$ cat src/rtl/mmio_arbiter.sv
// Two-master round-robin arbiter with optional lock, serialising requests onto the single MMIO bus.
// Latency: strobe one cycle after the IDLE grant, ack the cycle after; one transaction per 3 cycles.
module mmio_arbiter #(
   parameter int ADDR_W = 21,
   parameter int DATA_W = 32
) (
   input  logic              clk,
   input  logic              reset,
   input  logic              m0_req,
   input  logic              m1_req,
   input  logic              m0_wr,
   input  logic              m1_wr,
   input  logic              m0_lock,
   input  logic              m1_lock,
   input  logic [ADDR_W-1:0] m0_addr,
   input  logic [ADDR_W-1:0] m1_addr,
   input  logic [DATA_W-1:0] m0_wr_data,
   input  logic [DATA_W-1:0] m1_wr_data,
   output logic              m0_ack,
   output logic              m1_ack,
   output logic [DATA_W-1:0] m0_rd_data,
   output logic [DATA_W-1:0] m1_rd_data,
   output logic              mmio_cs,
   output logic              mmio_wr,
   output logic              mmio_rd,
   output logic [ADDR_W-1:0] mmio_addr,
   output logic [DATA_W-1:0] mmio_wr_data,
   input  logic [DATA_W-1:0] mmio_rd_data
);

   typedef enum logic [1:0] {IDLE, BUS, ACK} state_t;

   state_t              state_q;
   logic                owner_q;
   logic                prio_q;
   logic                lock_q;
   logic                lock_bit_q;
   logic                cs_q, wr_q, rd_q;
   logic                ack0_q, ack1_q;
   logic [ADDR_W-1:0]   addr_q;
   logic [DATA_W-1:0]   wdata_q;
   logic [DATA_W-1:0]   rd0_q, rd1_q;

   logic                lock_hit;
   logic                grant_d;

   // A held lock only matters while its owner keeps requesting; otherwise round-robin decides.
   always_comb begin
      lock_hit = lock_q && (owner_q ? m1_req : m0_req);
      grant_d  = m1_req;
      if (lock_hit)
         grant_d = owner_q;
      else if (m0_req && m1_req)
         grant_d = prio_q;
   end

   always_ff @(posedge clk) begin
      if (reset) begin
         state_q    <= IDLE;
         owner_q    <= 1'b0;
         prio_q     <= 1'b0;
         lock_q     <= 1'b0;
         lock_bit_q <= 1'b0;
         cs_q       <= 1'b0;
         wr_q       <= 1'b0;
         rd_q       <= 1'b0;
         ack0_q     <= 1'b0;
         ack1_q     <= 1'b0;
         addr_q     <= '0;
         wdata_q    <= '0;
         rd0_q      <= '0;
         rd1_q      <= '0;
      end else begin
         case (state_q)
            IDLE: begin
               if (!lock_hit)
                  lock_q <= 1'b0;
               if (m0_req || m1_req) begin
                  owner_q    <= grant_d;
                  prio_q     <= ~grant_d;
                  addr_q     <= grant_d ? m1_addr    : m0_addr;
                  wdata_q    <= grant_d ? m1_wr_data : m0_wr_data;
                  lock_bit_q <= grant_d ? m1_lock    : m0_lock;
                  wr_q       <= grant_d ? m1_wr      : m0_wr;
                  rd_q       <= grant_d ? ~m1_wr     : ~m0_wr;
                  cs_q       <= 1'b1;
                  state_q    <= BUS;
               end
            end
            BUS: begin
               cs_q <= 1'b0;
               wr_q <= 1'b0;
               rd_q <= 1'b0;
               if (rd_q) begin
                  if (owner_q)
                     rd1_q <= mmio_rd_data;
                  else
                     rd0_q <= mmio_rd_data;
               end
               ack0_q  <= ~owner_q;
               ack1_q  <= owner_q;
               lock_q  <= lock_bit_q;
               state_q <= ACK;
            end
            ACK: begin
               ack0_q  <= 1'b0;
               ack1_q  <= 1'b0;
               state_q <= IDLE;
            end
            default: state_q <= IDLE;
         endcase
      end
   end

   assign mmio_cs      = cs_q;
   assign mmio_wr      = wr_q;
   assign mmio_rd      = rd_q;
   assign mmio_addr    = addr_q;
   assign mmio_wr_data = wdata_q;
   assign m0_ack       = ack0_q;
   assign m1_ack       = ack1_q;
   assign m0_rd_data   = rd0_q;
   assign m1_rd_data   = rd1_q;

endmodule
$ cat config.mk
export PLATFORM = sky130hd
export DESIGN_NAME = mmio_arbiter
export DESIGN_NICKNAME = d
export VERILOG_FILES = /design/src/rtl/mmio_arbiter.sv
export SDC_FILE = /design/constraint.sdc
export NUM_CORES = 1
export LEC_CHECK = 0
export ABC_AREA = 1
export CORE_MARGIN = 2
export CORE_UTILIZATION = 41
export DETAILED_ROUTE_END_ITERATION = 6
export PLACE_DENSITY = 0.89
export SYNTH_ARGS = -nofsm -noshare
export SYNTH_HDL_FRONTEND = slang
export SYNTH_SLANG_ARGS = --single-unit
$ cat constraint.sdc
create_clock -name clk -period 2.1 [get_ports clk]
set_clock_uncertainty 0.2 [all_clocks]
set_input_delay 0.42 -clock clk [delete_from_list [all_inputs] [get_ports clk]]
set_output_delay 0.42 -clock clk [all_outputs]
set_load 0.01 [all_outputs]
Word level (Yosys, flattened, before mapping)
Cells that the tools add are included.

Logic and storage cells: 53. Bits of input ports: 146. Bits in registers: 128.

Eq/ne operators: 4. Bitwise gates (word level): 4. Mux-type cells: 20. Reductions and logical operators: 11.

Operators by type and width (number): $mux W32 (1); $mux W21 (1); $pmux W1 S2 (6); $mux W1 (10); $reduce_and A2 Y1 (3); $reduce_and A3 Y1 (2); $ne A2 B2 Y1 const B (2); $not A1 Y1 (4); $pmux W2 S2 (1); $reduce_bool A2 Y1 (2); $eq A2 B1 Y1 const B (1); $eq A2 B2 Y1 const B (1); $logic_and A1 B1 Y1 (2); $logic_not A2 Y1 (1); $mux W2 (1); $logic_or A1 B1 Y1 (1).

Logic depth before layout (Yosys ltp)
Gate-level depths: netlist of run 1.

Depth after elaboration: 6. Gate-level depth with buffers: 10.

Worst setup path after synthesis of run 1
Ideal clock, no wire load.

Path kind: register -> register. Start point: register state_q[0]. End point: register wdata_q[11] (netlist: mmio_wr_data[11]). Arrival: 1.460 ns. Cell stages (with the launch flop): 11. Period minus slack after synthesis: 1.717 ns. Required time: 1.843 ns. Path buffers: 2. Path slack: 0.383 ns. Setup time: 0.057 ns. Cells stage by stage: dfxtp_1 inv_1 ha_1 inv_1 nor2_4 buf_2 buf_2 nand4_1 nand3_1 nand2_1 inv_1.

Cells in the longest elaborated chain, start to end: 2.

Ends and longest elaborated chain: start: declaration (line 33) `state_t state_q;`; start signal: assignment (line 59) `state_q <= IDLE;`; start signal: assignment (line 87) `state_q <= BUS;`; start signal: assignment (line 103) `state_q <= ACK;`; $logic_not A2 Y1 (line 74) `case (state_q)`; $reduce_and A2 Y1 (no line); end signal: assignment (line 82) `wdata_q <= grant_d ? m1_wr_data : m0_wr_data;`; end: declaration (line 41) `logic [DATA_W-1:0] wdata_q;`.

Every way passes these cells. A chain may end at the register's enable or synchronous reset.

Worst setup path in the final report of run 1
Start point: register rd_q (netlist: mmio_rd). End point: output mmio_rd.

RTL lines: start: declaration (line 38) `logic cs_q, wr_q, rd_q;`; start signal: assignment (line 85) `rd_q <= grant_d ? ~m1_wr : ~m0_wr;`; end: declaration (line 25) `output logic mmio_rd,`.

No word-level cell between the ends.

==> results of run 1 <==
-- worst max-delay path by stage --
stage,slack (ns),cells past startpoint,end
6_report,0.11,1,mmio_rd
3_5_place_dp,-0.09,11,owner_q
3_3_place_gp,-0.04,11,owner_q
4_1_cts,0.08,1,mmio_rd
5_1_grt,0.05,1,mmio_rd
2_1_floorplan,0.38,10,mmio_wr_data[11]
-- area by class of cell --
cell class                      count  area share, %
Clock buffer                       19          4.948
Timing Repair Buffer              299          33.46
Clock inverter                     13          1.381
Tap cell                          176          2.406
Sequential cell                   128          27.99
Multi-Input combinational cell    486          25.62
Inverter                          102          4.196
-- registers in the layout (all words and copies together) (netlist names), 2 cells and up --
name	flops
mmio_addr	21
state_q	2
m0_rd_data	32
mmio_wr_data	32
m1_rd_data	32
-- cells by family (layout without fill, tap and decap cells) --
kind of cell / count (synthesis) / count (layout) / synth area share (%)
fa+ha+maj: 4 / 4 / 0.9050
simple gates: 370 / 370 / 31.09
flops: 128 / 128 / 46.33
compound gates: 112 / 112 / 10.27
buf+inv: 159 / 433 / 11.40
-- routing by layer --
layer  vias up  GRT usage (%)  wire length [um]
met5         -              0                 0
met3        28          10.17              2019
met2       261          42.44              8748
li1       3060              -                 -
met1      2777          27.78              7083
met4         0          9.779               377
-- report_power, final --
part | internal (mW) | switching, mW | leakage, nW
logic | 0.845 | 0.780 | 2.68
registers | 2.61 | 0.0958 | 1.04
clock network | 1.72 | 1.15 | 0.286
-- cells in the final DEF (no fill, tap or decap), types with 2 or more instances in the layout --
cell                              instances
sky130_fd_sc_hd__nand3_1                115
sky130_fd_sc_hd__buf_4                   20
sky130_fd_sc_hd__o21ai_0                 69
sky130_fd_sc_hd__clkdlybuf4s50_1        267
sky130_fd_sc_hd__nand4_1                 54
sky130_fd_sc_hd__clkbuf_8                 2
sky130_fd_sc_hd__inv_6                    6
sky130_fd_sc_hd__nand2_2                  5
sky130_fd_sc_hd__ha_1                     4
sky130_fd_sc_hd__clkbuf_16               17
sky130_fd_sc_hd__clkinv_2                 3
sky130_fd_sc_hd__a21oi_1                 39
sky130_fd_sc_hd__nor2_1                  73
sky130_fd_sc_hd__clkinv_4                 3
sky130_fd_sc_hd__buf_12                  12
sky130_fd_sc_hd__inv_2                    2
sky130_fd_sc_hd__nand2_1                117
sky130_fd_sc_hd__inv_1                   99
sky130_fd_sc_hd__dfxtp_1                128
sky130_fd_sc_hd__o211ai_1                 2
-- per-stage QoR --
step | cells | util, % | hold WS (ns)
global route | 1223 | 69.40 | 0.2575
global placement | 1191 | 65.01 | 0.2285
detailed placement | 1191 | 65.01 | 0.2340
finish | 1223 | 69.40 | 0.2432
CTS | 1223 | 69.40 | 0.2437
floorplan | 773 | - | 0.2677
==> flow_metrics.env, run 1 <==
export IMPL_dpl_cell_area_um2=8574
export IMPL_grt_use_total_pct=24.97
export IMPL_reg_to_reg_setup_timing_slack_ns=0.26
export IMPL_detailed_place_hpwl_mm=12.95
export IMPL_multi_input_comb_area_um2=2345
export IMPL_worstPathBufferInverterCount=1
export IMPL_synth_common_cells="sky130_fd_sc_hd__dfxtp_1, sky130_fd_sc_hd__nand2_1, sky130_fd_sc_hd__nand3_1, sky130_fd_sc_hd__inv_1, sky130_fd_sc_hd__nor2_1"
export IMPL_post_cts_setup_buffer_count=0
export IMPL_postLayoutCellArea_um2=9154
export IMPL_fp_dieArea_um2=14430
export IMPL_detailedRoute_firstPassIterationCount=5
export IMPL_root_buffer="sky130_fd_sc_hd__clkbuf_16"
export IMPL_antenna_violations_before_repair=0
export IMPL_startpoint_class="register"
export IMPL_worst_r2r_cell_count=9
export IMPL_netlist_instances=773
export IMPL_largest_net_degree_at_the_start_of_global_routing=60
export IMPL_synth_fp_nets=923
export IMPL_cts_buffers=17
export IMPL_post_synth_top_area_cell="sky130_fd_sc_hd__dfxtp_1"
export IMPL_synth_yosys_seq_area_share_pct=46.33
export IMPL_cts_repair_resized_insts=0
export IMPL_final_ant_viol_nets=0
export IMPL_detail_route_iter0_violations=331
export IMPL_worst_slew_pin_transition_ns=0.3580
export IMPL_synth_area_top_cells="sky130_fd_sc_hd__dfxtp_1, sky130_fd_sc_hd__nand3_1, sky130_fd_sc_hd__nand2_1"
export IMPL_leakagePower_nw=4.011
export IMPL_first_pass_grt_wire_length_mm=28.81
export IMPL_worst_hold_startpoint="m1_rd_data[12]"
export IMPL_placeableCoreArea_um2=13190
export IMPL_report_final_slew_viol_count=0
export IMPL_cts_hold_buffers_added=0
export IMPL_core_rowCount=42
export IMPL_remaining_design_rule_violation_count=0
export IMPL_cp_max_fo=4
export IMPL_cell_chain_critical_path="clkdlybuf4s50_1"
export IMPL_boundaryPins=268
export IMPL_grt_ovfl_total=0
export IMPL_layout_setup_ws_ns=0.1079
export IMPL_fp_dieW_um=120.1
export IMPL_worst_setup_path_startpoint="mmio_rd"
export IMPL_capture_endpoint_of_the_worst_hold_path="m1_rd_data[12]"
export IMPL_synth_edf_count=0
export IMPL_cts_tree="done"
export IMPL_slowest_delay_ns=0.58
export IMPL_cts_max_path_buffers=2
export IMPL_synth_flop_cell="sky130_fd_sc_hd__dfxtp_1"
export IMPL_dr_total_vias=6126
export IMPL_outcome="completed"
export IMPL_critical_path_top_delay_family="buffers and inverters"
export IMPL_antenna_fix_cells=0
export IMPL_grt_setup_unrepaired="no"
export IMPL_worstSkewPairLatency_ns=0.40
export IMPL_layout_worst_path_cycle_share_pct=94.86
export IMPL_cts_sinks=128
export IMPL_clk_transition_reported_paths_ns=0.06
export IMPL_setup_tns_ns=0
export IMPL_synth_yosys_warnings=0
export IMPL_ys_seq_elements=128
export IMPL_critical_path_class="reg -> out"
export IMPL_die_height_um=120.1
export IMPL_final_min_clock_period_ns=1.992
export IMPL_cp_end_kind="output pin"
export IMPL_finish_net_count=1184
export IMPL_worstReg2RegEnd="mmio_wr"
export IMPL_via_count_of_the_first_global_routing_pass=5894
export IMPL_fraction_of_layout_cells_with_a_size_suffix_above_1_pct=7.450
export IMPL_final_seq_area_um2=2562
export IMPL_routedWlPerCell_um=14.90
export IMPL_post_drt_via_cell_ratio=5.009
export IMPL_worstPathRequired_ns=1.48
export IMPL_asyncSetResetFlopFracSynth_pct=0
export IMPL_postRouteWirelength_mm=18.23
export IMPL_area_delta_synth_final_pct=65.52
export IMPL_clock_tree_htree_level_count=4
export IMPL_achievable_frequency_mhz=502.0
export IMPL_synth_cell_area_um2=5530
export IMPL_syn_avg_cell_area_um2=7.154
export IMPL_ir_worst_vdd_v=0.0006093
export IMPL_max_cap_violations=0
export IMPL_hold_path_cell_count=2
export IMPL_synthMostInstantiatedCell="sky130_fd_sc_hd__dfxtp_1"
export IMPL_post_synth_num_cell_types=23
export IMPL_port_buffer_count=267
export IMPL_design_power_total_mw=7.201
export IMPL_timing_critical_path_slowest_stage_cell="sky130_fd_sc_hd__clkdlybuf4s50_1"
export IMPL_detailedPlace_worstSlack_ns=-0.09425
export IMPL_slew_headroom_pct=76.04
export IMPL_critPathArrivalTime_ns=1.37
export IMPL_gp_routability_congestion=0.8375
export IMPL_setup_violations=0
export IMPL_synth_top_area_share_pct=46.33
export IMPL_fill_count=1038
export IMPL_power_density_nw_per_um2=786.6
export IMPL_final_hold_viol_count=0
export IMPL_reg2reg_from="state_q[1]"
export IMPL_worst_hold_path_type="reg -> reg"
export IMPL_start_util_pct=41.93
No activity file was read; power rests on OpenSTA's default activity.
==> run 2: changes to the inputs <==
Settings changed: PLACE_DENSITY 0.89 to 0.81.
==> run 2 against run 1 <==
Effect of this change: core utilization is 0.29 points lower; critical path depth unchanged; hold slack got worse by 0.0038 ns; critical path type unchanged; highest routed layer unchanged.
==> flow_metrics.env, run 2 (synthesis gave the netlist of run 1 again) <==
export IMPL_outcome="completed"
export IMPL_setup_tns_ns=0
export IMPL_grt_ovfl_total=0
export IMPL_worst_setup_path_startpoint="mmio_rd"
export IMPL_max_cap_violations=0
export IMPL_worstPathRequired_ns=1.48
export IMPL_setup_violations=0
export IMPL_clock_tree_htree_level_count=4
export IMPL_worstReg2RegEnd="mmio_addr[11]"
export IMPL_met2_length_mm=8.765
export IMPL_reg2reg_from="state_q[1]"
export IMPL_worst_hold_path_type="reg -> reg"
export IMPL_layout_worst_path_cycle_share_pct=94.88
export IMPL_clk_transition_reported_paths_ns=0.06
export IMPL_ir_worst_vdd_v=0.0005171
export IMPL_achievable_frequency_mhz=501.9
export IMPL_area_delta_synth_final_pct=64.82
export IMPL_path_depth=1
export IMPL_placeableCoreArea_um2=13190
export IMPL_top_layer_used="met4"
export IMPL_root_buffer="sky130_fd_sc_hd__clkbuf_16"
export IMPL_mostFrequentLayoutCells="sky130_fd_sc_hd__clkdlybuf4s50_1, sky130_fd_sc_hd__dfxtp_1, sky130_fd_sc_hd__nand2_1"
export IMPL_cts_tree="done"
export IMPL_critPathArrivalTime_ns=1.37
export IMPL_final_common_cell="sky130_fd_sc_hd__clkdlybuf4s50_1"
export IMPL_finish_net_count=1177
export IMPL_grt_use_total_pct=25.22
export IMPL_routedWlPerCell_um=15.20
export IMPL_largest_net_degree_at_the_start_of_global_routing=65
export IMPL_cp_end_kind="output pin"
export IMPL_startpoint_class="register"
export IMPL_timing_critical_path_slowest_stage_cell="sky130_fd_sc_hd__clkdlybuf4s50_1"
export IMPL_cp_max_fo=4
export IMPL_setup_worst_path_end="mmio_rd"
export IMPL_fill_count=1073
export IMPL_critical_path_top_delay_family="buffers and inverters"
export IMPL_final_min_clock_period_ns=1.992
export IMPL_postLayoutCoreUtil_pct=69.10
export IMPL_start_util_pct=41.93
export IMPL_fp_dieW_um=120.1
export IMPL_cts_hold_buffers_added=0
export IMPL_antenna_violations_before_repair=0
export IMPL_critical_path_class="reg -> out"
export IMPL_dpl_cell_area_um2=8534
export IMPL_fraction_of_layout_cells_with_a_size_suffix_above_1_pct=6.641
export IMPL_fin_cells=1215
export IMPL_worst_slew_pin_transition_ns=0.3641
export IMPL_cts_max_path_buffers=2
export IMPL_dr_total_vias=6065
export IMPL_slew_headroom_pct=75.72
export IMPL_postLayoutCellArea_um2=9115
export IMPL_first_pass_grt_wire_length_mm=28.79
export IMPL_detailedPlace_worstSlack_ns=-0.09585
export IMPL_grt_setup_unrepaired="no"
export IMPL_worstPathBufferInverterCount=1
export IMPL_report_final_slew_viol_count=0
export IMPL_final_hold_viol_count=0
export IMPL_detailed_place_hpwl_mm=12.59
export IMPL_cts_repair_resized_insts=0
export IMPL_die_height_um=120.1
export IMPL_worst_r2r_cell_count=9
export IMPL_met3_wirelength_mm=1.863
export IMPL_cell_chain_critical_path="clkdlybuf4s50_1"
export IMPL_postRouteWirelength_mm=18.47
export IMPL_post_drt_via_cell_ratio=4.992
export IMPL_slowest_delay_ns=0.58
export IMPL_via_count_of_the_first_global_routing_pass=5820
export IMPL_design_power_total_mw=7.213
export IMPL_leakagePower_nw=3.968
export IMPL_cts_buffers=17
export IMPL_boundaryPins=268
export IMPL_dp_cells=1184
export IMPL_port_buffer_count=267
export IMPL_gp_routability_congestion=0.8477
export IMPL_worstSkewPairLatency_ns=0.41
export IMPL_drt_met1_wl_mm=7.426
export IMPL_layout_setup_ws_ns=0.1076
export IMPL_detailedRoute_firstPassIterationCount=5
export IMPL_fp_dieArea_um2=14430
export IMPL_detail_route_iter0_violations=385
export IMPL_core_rowCount=42
export IMPL_hold_ws_ns=0.2394
export IMPL_post_cts_setup_buffer_count=0
export IMPL_cts_sinks=128
export IMPL_reg_to_reg_setup_timing_slack_ns=0.19
export IMPL_antenna_fix_cells=0
export IMPL_final_ant_viol_nets=0
export IMPL_power_density_nw_per_um2=791.3
export IMPL_remaining_design_rule_violation_count=0
## run 2: worst min path at each step
stage	from	to	slack, ns	cells after the start
final	m1_rd_data[18]	m1_rd_data[18]	0.24	2
after global routing	m1_rd_data[21]	m1_rd_data[21]	0.26	2
after CTS	m1_rd_data[21]	m1_rd_data[21]	0.24	2
after detailed placement	m1_rd_data[21]	m1_rd_data[21]	0.23	2
after global placement	m1_rd_data[15]	m1_rd_data[15]	0.23	2
after floorplan	m1_rd_data[10]	m1_rd_data[10]	0.27	2
## run 2: final cells by class
type                       count  area, um^2  share of cell area (%)
clock buffer                  19       442.9                   4.859
clock inverter                12       137.6                   1.510
inverter                     102       384.1                   4.214
multi-input combinational    486        2345                   25.72
sequential                   128        2562                   28.11
tap                          176       220.2                   2.416
timing repair buffer         292        3023                   33.16
## run 2: worst register-to-register path, cell delays in order, from the launching register on
cell and delay, ns:
sky130_fd_sc_hd__dfxtp_1 0.31, sky130_fd_sc_hd__inv_1 0.12, sky130_fd_sc_hd__ha_1 0.24, sky130_fd_sc_hd__inv_1 0.10, sky130_fd_sc_hd__nor2_4 0.22, sky130_fd_sc_hd__buf_12 0.29
sky130_fd_sc_hd__nand4_1 0.15, sky130_fd_sc_hd__nand3_1 0.11, sky130_fd_sc_hd__nand2_1 0.07, sky130_fd_sc_hd__inv_1 0.06
## run 2: layer usage
| metal | vias up | track usage (%) |
|---|---|---|
| met5 | - | 0 |
| met1 | 2726 | 29.96 |
| li1 | 3038 | - |
| met2 | 268 | 41.55 |
| met4 | 0 | 9.632 |
| met3 | 33 | 9.125 |
## run 2: power by group
part | total, mW | switching, mW | internal, mW
clock | 2.88 | 1.10 | 1.77
sequential | 2.71 | 0.0995 | 2.61
combinational | 1.63 | 0.783 | 0.844
